--- config.mk ---
export PLATFORM = sky130hd
export DESIGN_NAME = uart_frame_encoder
export DESIGN_NICKNAME = d
export VERILOG_FILES = /design/src/rtl/uart_frame_encoder.sv
export SDC_FILE = /design/constraint.sdc
export NUM_CORES = 1
export LEC_CHECK = 0
export CAP_MARGIN = 40
export CORE_MARGIN = 2
export CORE_UTILIZATION = 60
export DETAILED_ROUTE_END_ITERATION = 10
export DONT_BUFFER_PORTS = 1
export PLACE_DENSITY_LB_ADDON = 0.3
export REMOVE_ABC_BUFFERS = 1
export SLEW_MARGIN = 20
export SYNTH_ARGS = -nofsm -noshare
export SYNTH_HDL_FRONTEND = slang
export SYNTH_SLANG_ARGS = --single-unit
--- constraint.sdc ---
create_clock -name clk -period 6.3 [get_ports clk]
set_clock_uncertainty 0.1 [all_clocks]
set_input_delay 1.26 -clock clk [delete_from_list [all_inputs] [get_ports clk]]
set_output_delay 1.26 -clock clk [all_outputs]
set_load 0.05 [all_outputs]
--- src/rtl/uart_frame_encoder.sv ---
// uart_frame_encoder: frames four 8-bit game channels as {header, payload} bytes into the UART TX FIFO.
// Build macro UART_TX_CHECKSUM_EN appends a (header ^ payload) check byte to every frame.
module uart_frame_encoder #(
   parameter int         HEARTBEAT_CYCLES = 6_500_000,
   parameter logic [3:0] SYNC_NIBBLE      = 4'hA
) (
   input  logic       clk,
   input  logic       rst,
   input  logic [7:0] data_game_state_sel,
   input  logic [7:0] data_gloves_control,
   input  logic [7:0] data_mouse_control,
   input  logic [7:0] data_score_control,
   input  logic       tx_full,
   output logic [7:0] w_data,
   output logic       wr_uart,
   output logic       busy,
   output logic [2:0] fsm_state
);

   localparam int HB_W = (HEARTBEAT_CYCLES > 1) ? $clog2(HEARTBEAT_CYCLES) : 1;
   localparam logic [HB_W-1:0] HB_LAST = HB_W'(HEARTBEAT_CYCLES - 1);

   typedef enum logic [2:0] {
      IDLE  = 3'd0,
      HDR   = 3'd1,
      GAP1  = 3'd2,
      PAY   = 3'd3,
      GAP1B = 3'd4,
      CHK   = 3'd5,
      GAP2  = 3'd6
   } state_t;

   state_t          state_q, state_n;
   logic [7:0]      w_data_n;
   logic            wr_n;
   logic            busy_n;

   logic [7:0]      data [4];
   logic [7:0]      last_sent [4];
   logic [3:0]      dirty_q, dirty_n, dirty_set, dirty_clr;
   logic [1:0]      rr_q;
   logic [1:0]      ch_q;
   logic [7:0]      pay_q;
   logic [HB_W-1:0] hb_cnt;
   logic            hb_tick;

   logic            grant;
   logic            grant_found;
   logic [1:0]      grant_ch;
   logic [1:0]      cand;
   logic [7:0]      header;

   assign data[0]   = data_game_state_sel;
   assign data[1]   = data_gloves_control;
   assign data[2]   = data_mouse_control;
   assign data[3]   = data_score_control;
   assign hb_tick   = (hb_cnt == HB_LAST);
   assign header    = {SYNC_NIBBLE, 2'b00, ch_q};
   assign fsm_state = state_q;

   // Round-robin pick: first dirty channel at or after rr_q, wrapping mod 4.
   always_comb begin
      grant_found = 1'b0;
      grant_ch    = rr_q;
      cand        = rr_q;
      for (int i = 0; i < 4; i++) begin
         cand = rr_q + 2'(i);
         if (!grant_found && dirty_q[cand]) begin
            grant_found = 1'b1;
            grant_ch    = cand;
         end
      end
   end

   always_comb begin
      state_n  = state_q;
      w_data_n = w_data;
      wr_n     = 1'b0;
      busy_n   = busy;
      grant    = 1'b0;
      case (state_q)
         IDLE: begin
            if (grant_found) begin
               grant   = 1'b1;
               busy_n  = 1'b1;
               state_n = HDR;
            end
         end
         HDR: begin
            if (!tx_full) begin
               w_data_n = header;
               wr_n     = 1'b1;
               state_n  = GAP1;
            end
         end
         GAP1: state_n = PAY;
         PAY: begin
            if (!tx_full) begin
               w_data_n = pay_q;
               wr_n     = 1'b1;
`ifdef UART_TX_CHECKSUM_EN
               state_n  = GAP1B;
`else
               state_n  = GAP2;
`endif
            end
         end
`ifdef UART_TX_CHECKSUM_EN
         GAP1B: state_n = CHK;
         CHK: begin
            if (!tx_full) begin
               w_data_n = header ^ pay_q;
               wr_n     = 1'b1;
               state_n  = GAP2;
            end
         end
`endif
         GAP2: begin
            busy_n  = 1'b0;
            state_n = IDLE;
         end
         default: state_n = IDLE;
      endcase
   end

   // The granted channel compares against the value being snapshotted now, so it only
   // re-dirties on a heartbeat; a later input change still differs from the snapshot.
   always_comb begin
      dirty_set = '0;
      dirty_clr = '0;
      for (int i = 0; i < 4; i++) begin
         dirty_clr[i] = grant && (grant_ch == 2'(i));
         dirty_set[i] = hb_tick || (!dirty_clr[i] && (data[i] != last_sent[i]));
      end
      dirty_n = (dirty_q & ~dirty_clr) | dirty_set;
   end

   always_ff @(posedge clk or posedge rst) begin
      if (rst) begin
         state_q <= IDLE;
         w_data  <= '0;
         wr_uart <= 1'b0;
         busy    <= 1'b0;
      end else begin
         state_q <= state_n;
         w_data  <= w_data_n;
         wr_uart <= wr_n;
         busy    <= busy_n;
      end
   end

   always_ff @(posedge clk or posedge rst) begin
      if (rst) begin
         for (int i = 0; i < 4; i++) begin
            last_sent[i] <= '0;
         end
         dirty_q <= 4'b1111;
         rr_q    <= '0;
         ch_q    <= '0;
         pay_q   <= '0;
         hb_cnt  <= '0;
      end else begin
         dirty_q <= dirty_n;
         hb_cnt  <= hb_tick ? '0 : hb_cnt + HB_W'(1);
         if (grant) begin
            ch_q                <= grant_ch;
            pay_q               <= data[grant_ch];
            last_sent[grant_ch] <= data[grant_ch];
            rr_q                <= grant_ch + 2'd1;
         end
      end
   end

endmodule
==> flow_summary_export.csv <==
group,metric,value,unit
sta,drv_slew,0,
clock_tree,clkLatencyLatePin,0.35,ns
clock_tree,postCtsResizedCells,0,
route,drt_wl_total,10.1,mm
global_route,track_usage,27.7,%
die,die-area,0.00798,sq mm
route,final_antenna_net_count,0,
clock_tree,h-tree-depth,3,
global_route,antenna_found_initial,0,
placement,io_buffers,0,
placement,routabilityCongestion,0.806,
power_and_ir_drop,power_density,486,mW/mm^2
route,dr.pass1.iters,5,
yosys,ys.flop_type,"dfrtp_1",
yosys,synth.cell_area,0.00437,sq mm
die,die_w,89.3,um
yosys,synth_edf_count,0,
yosys,ys_seq_area_share,48.2,%
clock_tree,cts_sinks,84,
yosys,ys_ff_latch,84,
worst_setup_path,cp-start-kind,"flip-flop",
yosys,synthArstFlopShare,100,%
worst_setup_path,worst_ep_required_time,6.43,ns
power_and_ir_drop,p_leak,1.86,nW
worst_setup_path,crit_chain,"and3b_1, or4_4, nand2_2, buf_12, a22oi_1, o41ai_1",
flow_run,max_cap_violations,0,
clock_tree,cts_tree,"done",
sta,period_share,45.2,%
worst_setup_path,crit_arrival,2.97,ns
yosys,yosysTopAreaCellShare,45.8,%
yosys,synth_cell_types,43,
clock_tree,cts_buffers,9,
sta,fmax,0.351,GHz
yosys,synth_cells,427,
die,core,0.00714,sq mm
global_route,grt_pass1_vias,3491,
die,die_height,89.3,um
route,vias_per_cell,6.63,
yosys,yosys_warnings,0,
sta,finalHoldViolCount,0,
route,num_vias,3445,
worst_setup_path,crit_type,"flip-flop to flip-flop",
die,start_util,61.2,%
sta,worst_pin_slew,0.810,ns
worst_hold_path,hold_path.class,"flip-flop to flip-flop",
final_layout,drive_above_1_share,8.08,%
worst_setup_path,cp_top_family,"simple AND/OR/NAND/NOR gates",
final_layout,area_growth,6.56,%
yosys,yosysTopAreaCell,"dfrtp_1",
power_and_ir_drop,finalPower,2.26,mW
worst_setup_path,critPathSlowestCell,"or4_4",
die,row_count,31,
route,wl_per_cell,19.4,um
global_route,grt.overflow.total,0,
placement,hpwl,6.97,mm
global_route,grt_max_degree,45,
route,drtIter0Drc,276,
clock_tree,post_cts.repair.setup_buffers,0,
yosys,synth_area_per_cell,10.2,sq um
sta,fin_tns_setup,0,ns
clock_tree,cts_root_buf,"clkbuf_8",
worst_setup_path,endpoint_kind,"flip-flop",
final_layout,nets,452,
die,io_pins,48,
sta,slew_headroom,45.9,%
global_route,grt_pass1_wl,17.0,mm
final_layout,fillCellCount,583,
clock_tree,cts.clk_slew.worst_paths,0.08,ns
power_and_ir_drop,peakVddDrop,0.000259,V
sta,finalSetupViolations,0,
worst_setup_path,crit_path_max_incr_delay,0.62,ns
sta,rsz0062_at_grt,"false",
clock_tree,ctsLongestPathBuffers,2,
yosys,synth_area_leaders,"dfrtp_1, xnor2_1, o41ai_1",
final_layout,insertedDiodeCount,0,
clock_tree,hold_buffers,0,
route,route.detailed.drc,0,
outcome,status,"finished, final reports clean",
sta,period_minus_slack,2.85,ns
worst_setup_path,worstPathMaxFanout,39,
worst_setup_path,critPathBufInv,1,
[state kept, by name, summed over array words and instances, names as in the netlist, 2 cells and up]
signal     count
w_data         8
fsm_state      3
hb_cnt        23
rr_q           2
ch_q           2
dirty_q        4
last_sent     32
pay_q          8
[worst min-delay path, cell delays in order (launching register included)]
cell	delay, ns
dfrtp_1	0.35
nand2_1	0.04
o21ai_0	0.06
[worst paths after layout]
check | from | end | slack, ns | depth (start not counted)
setup / recovery | dirty_q[3] | last_sent[24] | 3.45 | 6
hold / removal | ch_q[1] | ch_q[1] | 0.39 | 2
setup reg to reg | dirty_q[3] | last_sent[24] | 3.45 | 6
hold reg to reg | ch_q[1] | ch_q[1] | 0.39 | 2
max in group asynchronous | rst | dirty_q[3] | 4.61 | 3
min in group asynchronous | rst | wr_uart | 0.51 | 1
[where the power goes]
part / total, mW / internal [mW] / switching (mW) / leakage, nW
logic: 0.905 / 0.366 / 0.538 / 0.730
registers: 0.982 / 0.722 / 0.260 / 1.03
clock network: 0.377 / 0.183 / 0.194 / 0.0927
[kinds of logic (layout without fill, tap and decap cells)]
kind of cell	Yosys count	in the layout	share of synthesized area, %
compound gates	128	128	21.5
simple gates	123	123	14.8
flops	84	84	48.2
xor+xnor	53	53	10.6
buf+inv	36	30	4.10
mux	2	2	0.458
fa+ha+maj	1	1	0.286
[cells in the mapped netlist, drive strengths merged, types with 4 or more instances]
library cell  count
nor2b             4
nand2            22
and2             17
dfrtp            80
a22oi            16
nor2             25
xor2             20
dfstp             4
nand3            14
o21bai            5
nand4            12
buf              11
o41ai            32
nor4              9
xnor2            33
a221oi           16
o21ai            39
o31ai             8
clkbuf           22
a22o              4
nor3              5
[cell type report]
type,count,area (sq um),share of cell area [%]
Sequential cell,84,2110,45.3
Multi-Input combinational cell,307,2080,44.8
Timing Repair Buffer,11,135,2.90
Clock buffer,10,128,2.74
Tap cell,99,124,2.66
Clock inverter,6,63.8,1.37
Inverter,3,12.5,0.269
[per-stage QoR]
| step | hold WS (ns) | instances | util [%] | setup WS [ns] | cell area, sq um |
|---|---|---|---|---|---|
| after floorplan | 0.347 | 394 | - | 2.78 | 4200 |
| after global placement | 0.360 | 496 | 61.0 | 3.15 | 4350 |
| after detailed placement | 0.378 | 503 | 62.3 | 3.47 | 4450 |
| after CTS | 0.398 | 519 | 65.0 | 3.44 | 4640 |
| after global routing | 0.419 | 520 | 65.2 | 3.29 | 4650 |
| final | 0.391 | 520 | 65.2 | 3.45 | 4650 |
[per-layer routing]
| layer | up-vias | GRT usage, % | share of wire [%] |
|---|---|---|---|
| li1 | 1589 | - | - |
| met1 | 1718 | 37.9 | 43 |
| met2 | 120 | 43.4 | 49 |
| met3 | 18 | 5.72 | 6.6 |
| met4 | 0 | 10.9 | 1.9 |
| met5 | - | 0 | 0 |
[cells in the final DEF, fill, tap and decap left out, drive strengths merged, types with 16 or more instances in the layout]
cell type,synthesis,routed
a22oi,16,16
a221oi,16,16
xnor2,33,33
nor2,25,25
nand2,22,22
xor2,20,20
o41ai,32,32
and2,17,17
dfrtp,80,80
o21ai,39,39
Note: power is estimated with default switching activity, not from simulation.
